File: config.mk
export PLATFORM = sky130hd
export DESIGN_NAME = gcm_gctr_sequencer
export DESIGN_NICKNAME = d
export VERILOG_FILES = /design/src/rtl/gcm_pkg.sv /design/src/rtl/gcm_seq_watchdog.sv /design/src/rtl/gcm_gctr_sequencer.sv
export SDC_FILE = /design/constraint.sdc
export NUM_CORES = 2
export LEC_CHECK = 0
export CAP_MARGIN = 10
export CORE_AREA = 2 2 598 600
export DETAILED_ROUTE_END_ITERATION = 7
export DIE_AREA = 0 0 600 602
export SYNTH_ARGS = -nofsm -noshare
export SYNTH_HDL_FRONTEND = slang
export SYNTH_HIERARCHICAL = 1
export SYNTH_SLANG_ARGS = --single-unit
export TNS_END_PERCENT = 50
File: constraint.sdc
create_clock -name iClk -period 2 [get_ports iClk]
set_clock_uncertainty 0.15 [all_clocks]
set_input_delay 0.2 -clock iClk [delete_from_list [all_inputs] [get_ports iClk]]
set_output_delay 0.2 -clock iClk [all_outputs]
set_load 0.05 [all_outputs]
File: src/rtl/gcm_pkg.sv
// Shared constants for the GCM GCTR sequencer: state encodings, datapath widths, opmodes.
package gcm_pkg;

  localparam int BLOCK_W = 128;
  localparam int KEY_W   = 256;
  localparam int IV_W    = 96;

  localparam logic GCM_MODE = 1'b0;
  localparam logic AES_MODE = 1'b1;

  typedef logic [3:0] state_t;

  localparam state_t S_IDLE  = 4'd0;
  localparam state_t S_GRST  = 4'd1;
  localparam state_t S_HKEY  = 4'd2;
  localparam state_t S_HGAP  = 4'd3;
  localparam state_t S_Y0    = 4'd4;
  localparam state_t S_YGAP  = 4'd5;
  localparam state_t S_DWAIT = 4'd6;
  localparam state_t S_DATA  = 4'd7;
  localparam state_t S_DGAP  = 4'd8;
  localparam state_t S_DONE  = 4'd9;

endpackage

File: src/rtl/gcm_seq_watchdog.sv
// Per-operation cycle counter; expired is asserted on the LIMIT-th consecutive cycle of run.
module gcm_seq_watchdog #(
  parameter int LIMIT = 1024
) (
  input  logic clk,
  input  logic rstn,
  input  logic run,
  output logic expired
);

  localparam int W = $clog2(LIMIT + 1);

  logic [W-1:0] count_reg;

  assign expired = run && (count_reg == W'(LIMIT - 1));

  always_ff @(posedge clk) begin
    if (!rstn) begin
      count_reg <= '0;
    end else if (run && !expired) begin
      count_reg <= count_reg + 1'b1;
    end else if (!run) begin
      count_reg <= '0;
    end
  end

endmodule

File: src/rtl/gcm_gctr_sequencer.sv
// Drives gctr_block through H, E(K,Y0) and per-block counter operations for one GCM job.
// Optional watchdog abort is enabled by defining GCM_SEQ_TIMEOUT_EN.
module gcm_gctr_sequencer
  import gcm_pkg::*;
#(
  parameter int MAX_BLOCKS_W   = 16,
  parameter int GAP_CYCLES     = 1,
  parameter int TIMEOUT_CYCLES = 1024
) (
  input  logic                    iClk,
  input  logic                    iRstn,
  input  logic                    iStart,
  input  logic                    iOpMode,
  input  logic                    iEncdec,
  input  logic [KEY_W-1:0]        iKey,
  input  logic                    iKeylen,
  input  logic [IV_W-1:0]         iIV,
  input  logic [MAX_BLOCKS_W-1:0] iNumBlocks,
  input  logic [BLOCK_W-1:0]      iDin,
  input  logic                    iDin_valid,
  output logic                    oDin_ready,
  output logic [BLOCK_W-1:0]      oDout,
  output logic                    oDout_valid,
  output logic [BLOCK_W-1:0]      oHashKey,
  output logic                    oHashKey_valid,
  output logic [BLOCK_W-1:0]      oEkY0,
  output logic                    oEkY0_valid,
  output logic                    oBusy,
  output logic                    oDone,
  output logic                    oError,
  output logic                    oGctrRstn,
  output logic                    oGctrInit,
  output logic                    oGctrOpMode,
  output logic                    oGctrEncdec,
  output logic [KEY_W-1:0]        oGctrKey,
  output logic                    oGctrKey_valid,
  output logic                    oGctrKeylen,
  output logic [IV_W-1:0]         oGctrIV,
  output logic                    oGctrIV_valid,
  output logic                    oGctrHashKey,
  output logic                    oGctrY0,
  output logic [BLOCK_W-1:0]      oGctrBlock,
  output logic                    oGctrBlock_valid,
  input  logic [BLOCK_W-1:0]      iGctrResult,
  input  logic                    iGctrResult_valid
);

  localparam int GAP_W = (GAP_CYCLES > 1) ? $clog2(GAP_CYCLES) : 1;
  localparam logic [GAP_W-1:0] GAP_LAST = GAP_W'(GAP_CYCLES - 1);

  state_t state_reg, state_next;

  logic                    mode_reg, encdec_reg, keylen_reg;
  logic [KEY_W-1:0]        key_reg;
  logic [IV_W-1:0]         iv_reg;
  logic [MAX_BLOCKS_W-1:0] num_reg, cnt_reg;
  logic [BLOCK_W-1:0]      block_reg, dout_reg, hkey_reg, eky0_reg;
  logic                    dout_valid_reg, hkey_valid_reg, eky0_valid_reg;
  logic [GAP_W-1:0]        gap_cnt_reg;

  logic is_op, is_gap, start_ok, result_hit, xfer, gap_done, timeout;

  always_comb begin
    is_op      = (state_reg == S_HKEY) || (state_reg == S_Y0) || (state_reg == S_DATA);
    is_gap     = (state_reg == S_HGAP) || (state_reg == S_YGAP) || (state_reg == S_DGAP);
    start_ok   = iStart && ((state_reg == S_IDLE) || (state_reg == S_DONE));
    result_hit = is_op && iGctrResult_valid;
    xfer       = (state_reg == S_DWAIT) && iDin_valid;
    gap_done   = (gap_cnt_reg == GAP_LAST);
  end

`ifdef GCM_SEQ_TIMEOUT_EN
  logic wd_expired;
  logic error_reg;

  gcm_seq_watchdog #(.LIMIT(TIMEOUT_CYCLES)) u_watchdog (
    .clk     (iClk),
    .rstn    (iRstn),
    .run     (is_op),
    .expired (wd_expired)
  );

  // A result arriving on the expiry cycle still completes the operation.
  assign timeout = wd_expired && !iGctrResult_valid;

  always_ff @(posedge iClk) begin
    if (!iRstn)        error_reg <= 1'b0;
    else if (start_ok) error_reg <= 1'b0;
    else if (timeout)  error_reg <= 1'b1;
  end

  assign oError = error_reg;
`else
  assign timeout = 1'b0;
  assign oError  = 1'b0;
`endif

  always_ff @(posedge iClk) begin
    if (!iRstn) state_reg <= S_IDLE;
    else        state_reg <= state_next;
  end

  always_comb begin
    state_next = state_reg;
    case (state_reg)
      S_IDLE:  if (start_ok) state_next = S_GRST;
      S_GRST:  begin
        if (mode_reg == GCM_MODE)  state_next = S_HKEY;
        else if (num_reg == '0)    state_next = S_DONE;
        else                       state_next = S_DWAIT;
      end
      S_HKEY:  if (result_hit) state_next = S_HGAP; else if (timeout) state_next = S_DONE;
      S_Y0:    if (result_hit) state_next = S_YGAP; else if (timeout) state_next = S_DONE;
      S_DATA:  if (result_hit) state_next = S_DGAP; else if (timeout) state_next = S_DONE;
      S_HGAP:  if (gap_done) state_next = S_Y0;
      S_YGAP:  if (gap_done) state_next = (num_reg == '0) ? S_DONE : S_DWAIT;
      S_DGAP:  if (gap_done) state_next = (cnt_reg == num_reg) ? S_DONE : S_DWAIT;
      S_DWAIT: if (xfer) state_next = S_DATA;
      S_DONE:  state_next = start_ok ? S_GRST : S_IDLE;
      default: state_next = S_IDLE;
    endcase
  end

  always_comb begin
    oGctrInit        = is_op && !timeout;
    oGctrKey_valid   = is_op && !timeout;
    oGctrIV_valid    = is_op && !timeout;
    oGctrHashKey     = (state_reg == S_HKEY);
    oGctrY0          = (state_reg == S_Y0);
    oGctrBlock_valid = (state_reg == S_DATA) && !timeout;
    oDin_ready       = (state_reg == S_DWAIT);
    oBusy            = (state_reg != S_IDLE) && (state_reg != S_DONE);
    oDone            = (state_reg == S_DONE);
    oGctrRstn        = !((state_reg == S_GRST) || timeout);
  end

  always_ff @(posedge iClk) begin
    if (!iRstn) begin
      mode_reg       <= 1'b0;
      encdec_reg     <= 1'b0;
      keylen_reg     <= 1'b0;
      key_reg        <= '0;
      iv_reg         <= '0;
      num_reg        <= '0;
      cnt_reg        <= '0;
      block_reg      <= '0;
      dout_reg       <= '0;
      hkey_reg       <= '0;
      eky0_reg       <= '0;
      dout_valid_reg <= 1'b0;
      hkey_valid_reg <= 1'b0;
      eky0_valid_reg <= 1'b0;
      gap_cnt_reg    <= '0;
    end else begin
      dout_valid_reg <= 1'b0;
      hkey_valid_reg <= 1'b0;
      eky0_valid_reg <= 1'b0;
      if (start_ok) begin
        mode_reg   <= iOpMode;
        encdec_reg <= iEncdec;
        keylen_reg <= iKeylen;
        key_reg    <= iKey;
        iv_reg     <= iIV;
        num_reg    <= iNumBlocks;
        cnt_reg    <= '0;
      end
      if (xfer) begin
        block_reg <= iDin;
        cnt_reg   <= cnt_reg + 1'b1;
      end
      if (result_hit) begin
        case (state_reg)
          S_HKEY:  begin hkey_reg <= iGctrResult; hkey_valid_reg <= 1'b1; end
          S_Y0:    begin eky0_reg <= iGctrResult; eky0_valid_reg <= 1'b1; end
          default: begin dout_reg <= iGctrResult; dout_valid_reg <= 1'b1; end
        endcase
      end
      gap_cnt_reg <= (is_gap && !gap_done) ? gap_cnt_reg + 1'b1 : '0;
    end
  end

  assign oDout          = dout_reg;
  assign oDout_valid    = dout_valid_reg;
  assign oHashKey       = hkey_reg;
  assign oHashKey_valid = hkey_valid_reg;
  assign oEkY0          = eky0_reg;
  assign oEkY0_valid    = eky0_valid_reg;
  assign oGctrOpMode    = mode_reg;
  assign oGctrEncdec    = encdec_reg;
  assign oGctrKey       = key_reg;
  assign oGctrKeylen    = keylen_reg;
  assign oGctrIV        = iv_reg;
  assign oGctrBlock     = block_reg;

endmodule
; ---- Word level (Yosys, flattened, before mapping)
; Cells that the tools add are included.
[classes]
bitwise_logic = 1
addsub = 2
muxes = 18
n_reduce_logical = 22
n_eq_ne = 19
[ops]
columns = cell, n
row1 = two-way mux 4 bit, 11
row2 = one-hot mux 4 bit (10 select lines), 1
row3 = two-way mux 16 bit, 2
row4 = adder 16 x 1 -> 16 bit (second input constant), 1
row5 = == test 16 bit, 1
row6 = == test 4 x 3 -> 1 bit (second input constant), 4
row7 = zero test 16 bit, 1
row8 = AND reduction 2 bit, 5
row9 = == test 4 x 2 -> 1 bit (second input constant), 2
row10 = == test 4 bit (second input constant), 2
row11 = != test 2 x 1 -> 1 bit (second input constant), 4
row12 = != test 2 bit (second input constant), 4
row13 = AND reduction 8 bit, 1
row14 = logical AND 1 bit, 5
row15 = logical OR 1 bit, 5
row16 = == test 4 x 1 -> 1 bit (second input constant), 1
row17 = zero test 4 bit, 1
row18 = two-way mux 1 bit, 4
row19 = != test 4 bit (second input constant), 1
row20 = nonzero test 4 bit, 1
row21 = nonzero test 2 bit, 1
row22 = OR reduction 2 bit, 1
row23 = adder 1 bit (second input constant), 1
row24 = zero test 1 bit, 1
row25 = NOT 1 bit, 1
[totals]
output_inout_bits = 881
inputBits = 632
ff_bits = 907

; ---- Depth between registers and ports, before layout
[depth]
depth_word = 6
depth_mapped = 9

; ---- Worst setup path after synthesis
; No wires, ideal clock.
[synth_path]
path_type = register to register
startpoint = register state_reg[0]
endpoint = register state_reg[0]
path_stages_with_launch = 8
required_ps = 1759
setup_slack_ps = -959
t_arrival_ps = 2718
synth_period_minus_slack_ps = 2959
cell_sequence = dfxtp_1 clkbuf_1 clkbuf_1 nor2b_1 nor3b_1 a21o_1 a211oi_1 a311oi_1
[synth_via]
word_cells_on_any_way = 27
[synth_lines]
columns = item, line
row1 = from (decl), gcm_gctr_sequencer.sv:51  ; state_t state_reg, state_next;
row2 = from (signal assigned), gcm_gctr_sequencer.sv:100  ; else state_reg <= state_next;
row3 = == test 4 bit *, -
row4 = via oDone, gcm_gctr_sequencer.sv:29  ; output logic oDone,
row5 = logical OR 1 bit, gcm_gctr_sequencer.sv:66  ; start_ok = iStart && ((state_reg == S_IDLE) || (state_reg == S_DONE));
row6 = logical AND 1 bit, gcm_gctr_sequencer.sv:66
row7 = two-way mux 1 bit / != test 2 bit (equally long branches), -
row8 = one-hot mux 4 bit (10 select lines) / AND reduction 8 bit (equally long branches), -
; Mark *: on every way through the listed nets, which the timed path passes. The rest lies on a longest branch.
; A chain may end at the register's enable or synchronous reset.

; ---- Worst setup path after layout
[layout_path]
startpoint = register state_reg[3]
endpoint = output port oGctrRstn
[layout_via]
elab_chain_len = 2
[layout_lines]
columns = item, line
row1 = == test 4 x 1 -> 1 bit, gcm_gctr_sequencer.sv:134  ; oGctrRstn = !((state_reg == S_GRST) || timeout);
row2 = zero test 1 bit, gcm_gctr_sequencer.sv:134
row3 = to (decl), gcm_gctr_sequencer.sv:31  ; output logic oGctrRstn,
; Every way passes these cells.

==> impl_metrics.py <==
metrics = {
    "grt": {
        "antenna_found_initial": 122,
        "grt_pass1_vias": 36200,
        "grt_usage": 0.159,
        "grt_overflow": 0,
        "grt_pass1_wl_um": 377000,
        "grt_start_max_net_pins": 78,
    },
    "yosys": {
        "synth_cell_type_count": 49,
        "syn_area_um2": 31600,
        "synthFlopType": "dfxtp_1",
        "synth_edf_count": 0,
        "yosysMostFrequentCell": "nand2_1",
        "synth_top_area_share": 0.574,
        "ys_top_cells_by_count": "nand2_1, dfxtp_1, a21oi_1, clkbuf_1, buf_2",
        "synth-seq-cells": 907,
        "yosys_warnings": 6,
        "syn_inst": 4034,
        "async_flop_share": 0,
        "synth_top_cell_by_area": "dfxtp_1",
        "synth.avg_cell_area_um2": 7.84,
        "yosysSeqAreaShare": 0.574,
        "synth.top_cells.by_area": "dfxtp_1, nand2_1, a21oi_1, clkbuf_1, buf_2",
    },
    "min_path": {
        "worstHoldStart": "iKey[101]",
        "hold_class": "in2reg",
        "min_to": "oGctrKey[101]",
        "hold_depth": 3,
    },
    "drt": {
        "num_vias": 38400,
        "antenna_left": 0,
        "drt-initial-drc-count": 3253,
        "wl_um": 309000,
        "wl_per_cell_um": 27.6,
        "first_pass_iters": 7,
        "viasPerCell": 3.44,
        "drc_errors": 0,
    },
    "die": {
        "core-area_um2": 355000,
        "io_pins": 1513,
        "start_util": 0.0891,
        "die_x_um": 600,
        "rows": 219,
        "die_y_um": 602,
        "die_area_um2": 361000,
    },
    "cts": {
        "numCtsBuffers": 118,
        "worstSkewPairLatency_ns": 0.82,
        "clock_sinks": 907,
        "cts_buffer_depth": 4,
        "root_buffer": "clkbuf_16",
        "cts_tree": "yes",
        "path_clk_slew_ns": 0.05,
        "h-tree-depth": 3,
    },
    "sta": {
        "fin_ws_ns": -0.461,
        "finalSetupViolations": 298,
        "finalHoldViolCount": 1,
        "timing.fmax_ghz": 0.406,
        "drv_slew": 0,
        "period_needed_ns": 2.46,
        "tns_ns": -66.88,
        "rsz0062_at_grt": "yes",
        "period_share": 1.23,
        "relSlewSlack": 0.576,
        "whs_ns": -0.00325,
        "max_slew.worst_pin.slew_ns": 0.634,
    },
    "critical_path": {
        "cpPeakStageDelay_ns": 0.51,
        "crit_path_frequent_cell": "buf_6",
        "crit_type": "reg2out",
        "end_kind": "output port",
        "critPathLaunchType": "flop",
        "r2r-start": "state_reg[0]",
        "crit_slowest_cell": "or4b_4",
        "r2r_end": "oHashKey[9]",
        "critPathRequiredTime_ns": 1.65,
        "worstPathCellList": "buf_6, buf_6, or4b_4, buf_12",
        "setup.worst_path.start": "state_reg[3]",
        "cp.arrival_ns": 2.11,
        "regToRegSetupSlack_ns": -0.45,
        "cp_max_fo": 5,
        "rr_worst_depth": 7,
    },
    "power_and_ir_drop": {
        "p_int_mw": 40.4,
        "power_frac_seq": 0.311,
        "p_leak_nw": 24.4,
        "comb_power_share": 0.374,
        "ir_drop_v": 0.000769,
        "power.density_nw_per_um2": 1030,
        "switchingPower_mw": 27.5,
        "swShare": 0.405,
        "p_clk_frac": 0.315,
    },
    "job": {
        "maxCapViolCount": 0,
    },
    "final_layout": {
        "finish.instance_area_um2": 65800,
        "n_fill_cell": 39800,
        "nets": 6949,
        "area_growth_pct": 108,
        "drive_above_1_share": 0.276,
        "final_cell_count_no_fill": 11200,
        "largest_register_ffs": 256,
    },
    "place": {
        "port_buffers": 1511,
        "placed_cells": 10300,
        "gp_congestion": 0.941,
        "dpl.hpwl_um": 254000,
        "placed_area_um2": 53000,
    },
    "run_status": {
        "violations": "negative hold slack, negative setup slack",
        "status": "complete, but fails checks",
    },
}
==> worst max-delay path by stage <==
stage,end,depth (start not counted)
floorplan,oHashKey[100],7
global placement,oHashKey[100],5
detailed placement,oHashKey[98],5
CTS,oGctrRstn,4
global route,oGctrRstn,4
finish,oGctrRstn,4
==> through the flow <==
step           power (mW)  worst slack [ns]  hold slack (ns)  utilization
6_report             67.9            -0.461         -0.00325        0.185
5_1_grt              70.6            -0.543           0.0236        0.185
4_1_cts              68.1            -0.565          0.00229        0.177
3_5_place_dp         44.9            -0.243            0.295        0.149
3_3_place_gp         44.9            -0.222            0.289        0.149
2_1_floorplan        32.9            -0.163            0.186            -
==> timing repair <==
action,in CTS,in global routing
buffers inserted,25,29
setup endpoints to repair,605,602
resized for setup,1132,479
hold endpoints to repair,808,0
gates cloned,8,35
pin swaps,28,248
hold buffers,598,0
==> cells in the final DEF (no fill, tap or decap), drive strengths merged, types with 4 or more instances in the layout <==
master,instances
buf,1125
nor2,13
o21ai,8
clkinv,20
dlygate4sd3,598
dfxtp,907
nand4,8
clkdlybuf4s18,20
nor4,11
clkdlybuf4s15,73
clkbuf,188
xnor2,22
nand3,9
and2,6
or3,4
bufinv,5
or4b,4
a21oi,894
nand2,1784
and3,5
clkdlybuf4s50,631
diode,38
inv,12
clkinvlp,4
==> layer usage <==
layer | GRT usage | routed length (µm) | vias up
met5 | 0 | 143 | -
met3 | 0.0522 | 26400 | 451
li1 | - | - | 17700
met1 | 0.176 | 115000 | 18600
met4 | 0.0520 | 12200 | 22
met2 | 0.284 | 155000 | 1681
==> power groups by stage <==
stage | logic (mW) | clock network [mW] | registers [mW]
floorplan | 5.82 | 0 | 27.1
global placement | 23.6 | 0 | 21.3
detailed placement | 23.5 | 0 | 21.4
CTS | 25.0 | 22.1 | 21.0
global route | 26.7 | 22.6 | 21.3
finish | 25.4 | 21.4 | 21.1
==> worst max-delay path: cells and delay by family, from the launching register on <==
family,cells,cell delay [ns]
flip-flops,1,0.33
AND/OR/NAND/NOR,1,0.51
buffers and inverters,3,0.42
==> logic make-up after synthesis <==
logic type / count (synthesis) / synth area share
simple gates: 1864 / 0.228
xor+xnor: 22 / 0.00610
compound gates: 922 / 0.148
other cells: 1 / 0.000119
mux: 3 / 0.000950
fa+ha+maj: 1 / 0.000396
buf+inv: 314 / 0.0421
flops: 907 / 0.574
==> final cells by class <==
type	instances	area, µm²	share of cell area
clock inverters	37	385	0.00586
diodes	38	95.1	0.00145
well taps	4751	5940	0.0904
multi-input cells	2814	14000	0.213
clock buffers	164	3330	0.0506
inverters	4	28.8	0.000438
flip-flops and latches	907	18200	0.276
repair buffers	2471	23800	0.362
No activity file was read; power rests on OpenSTA's default activity.
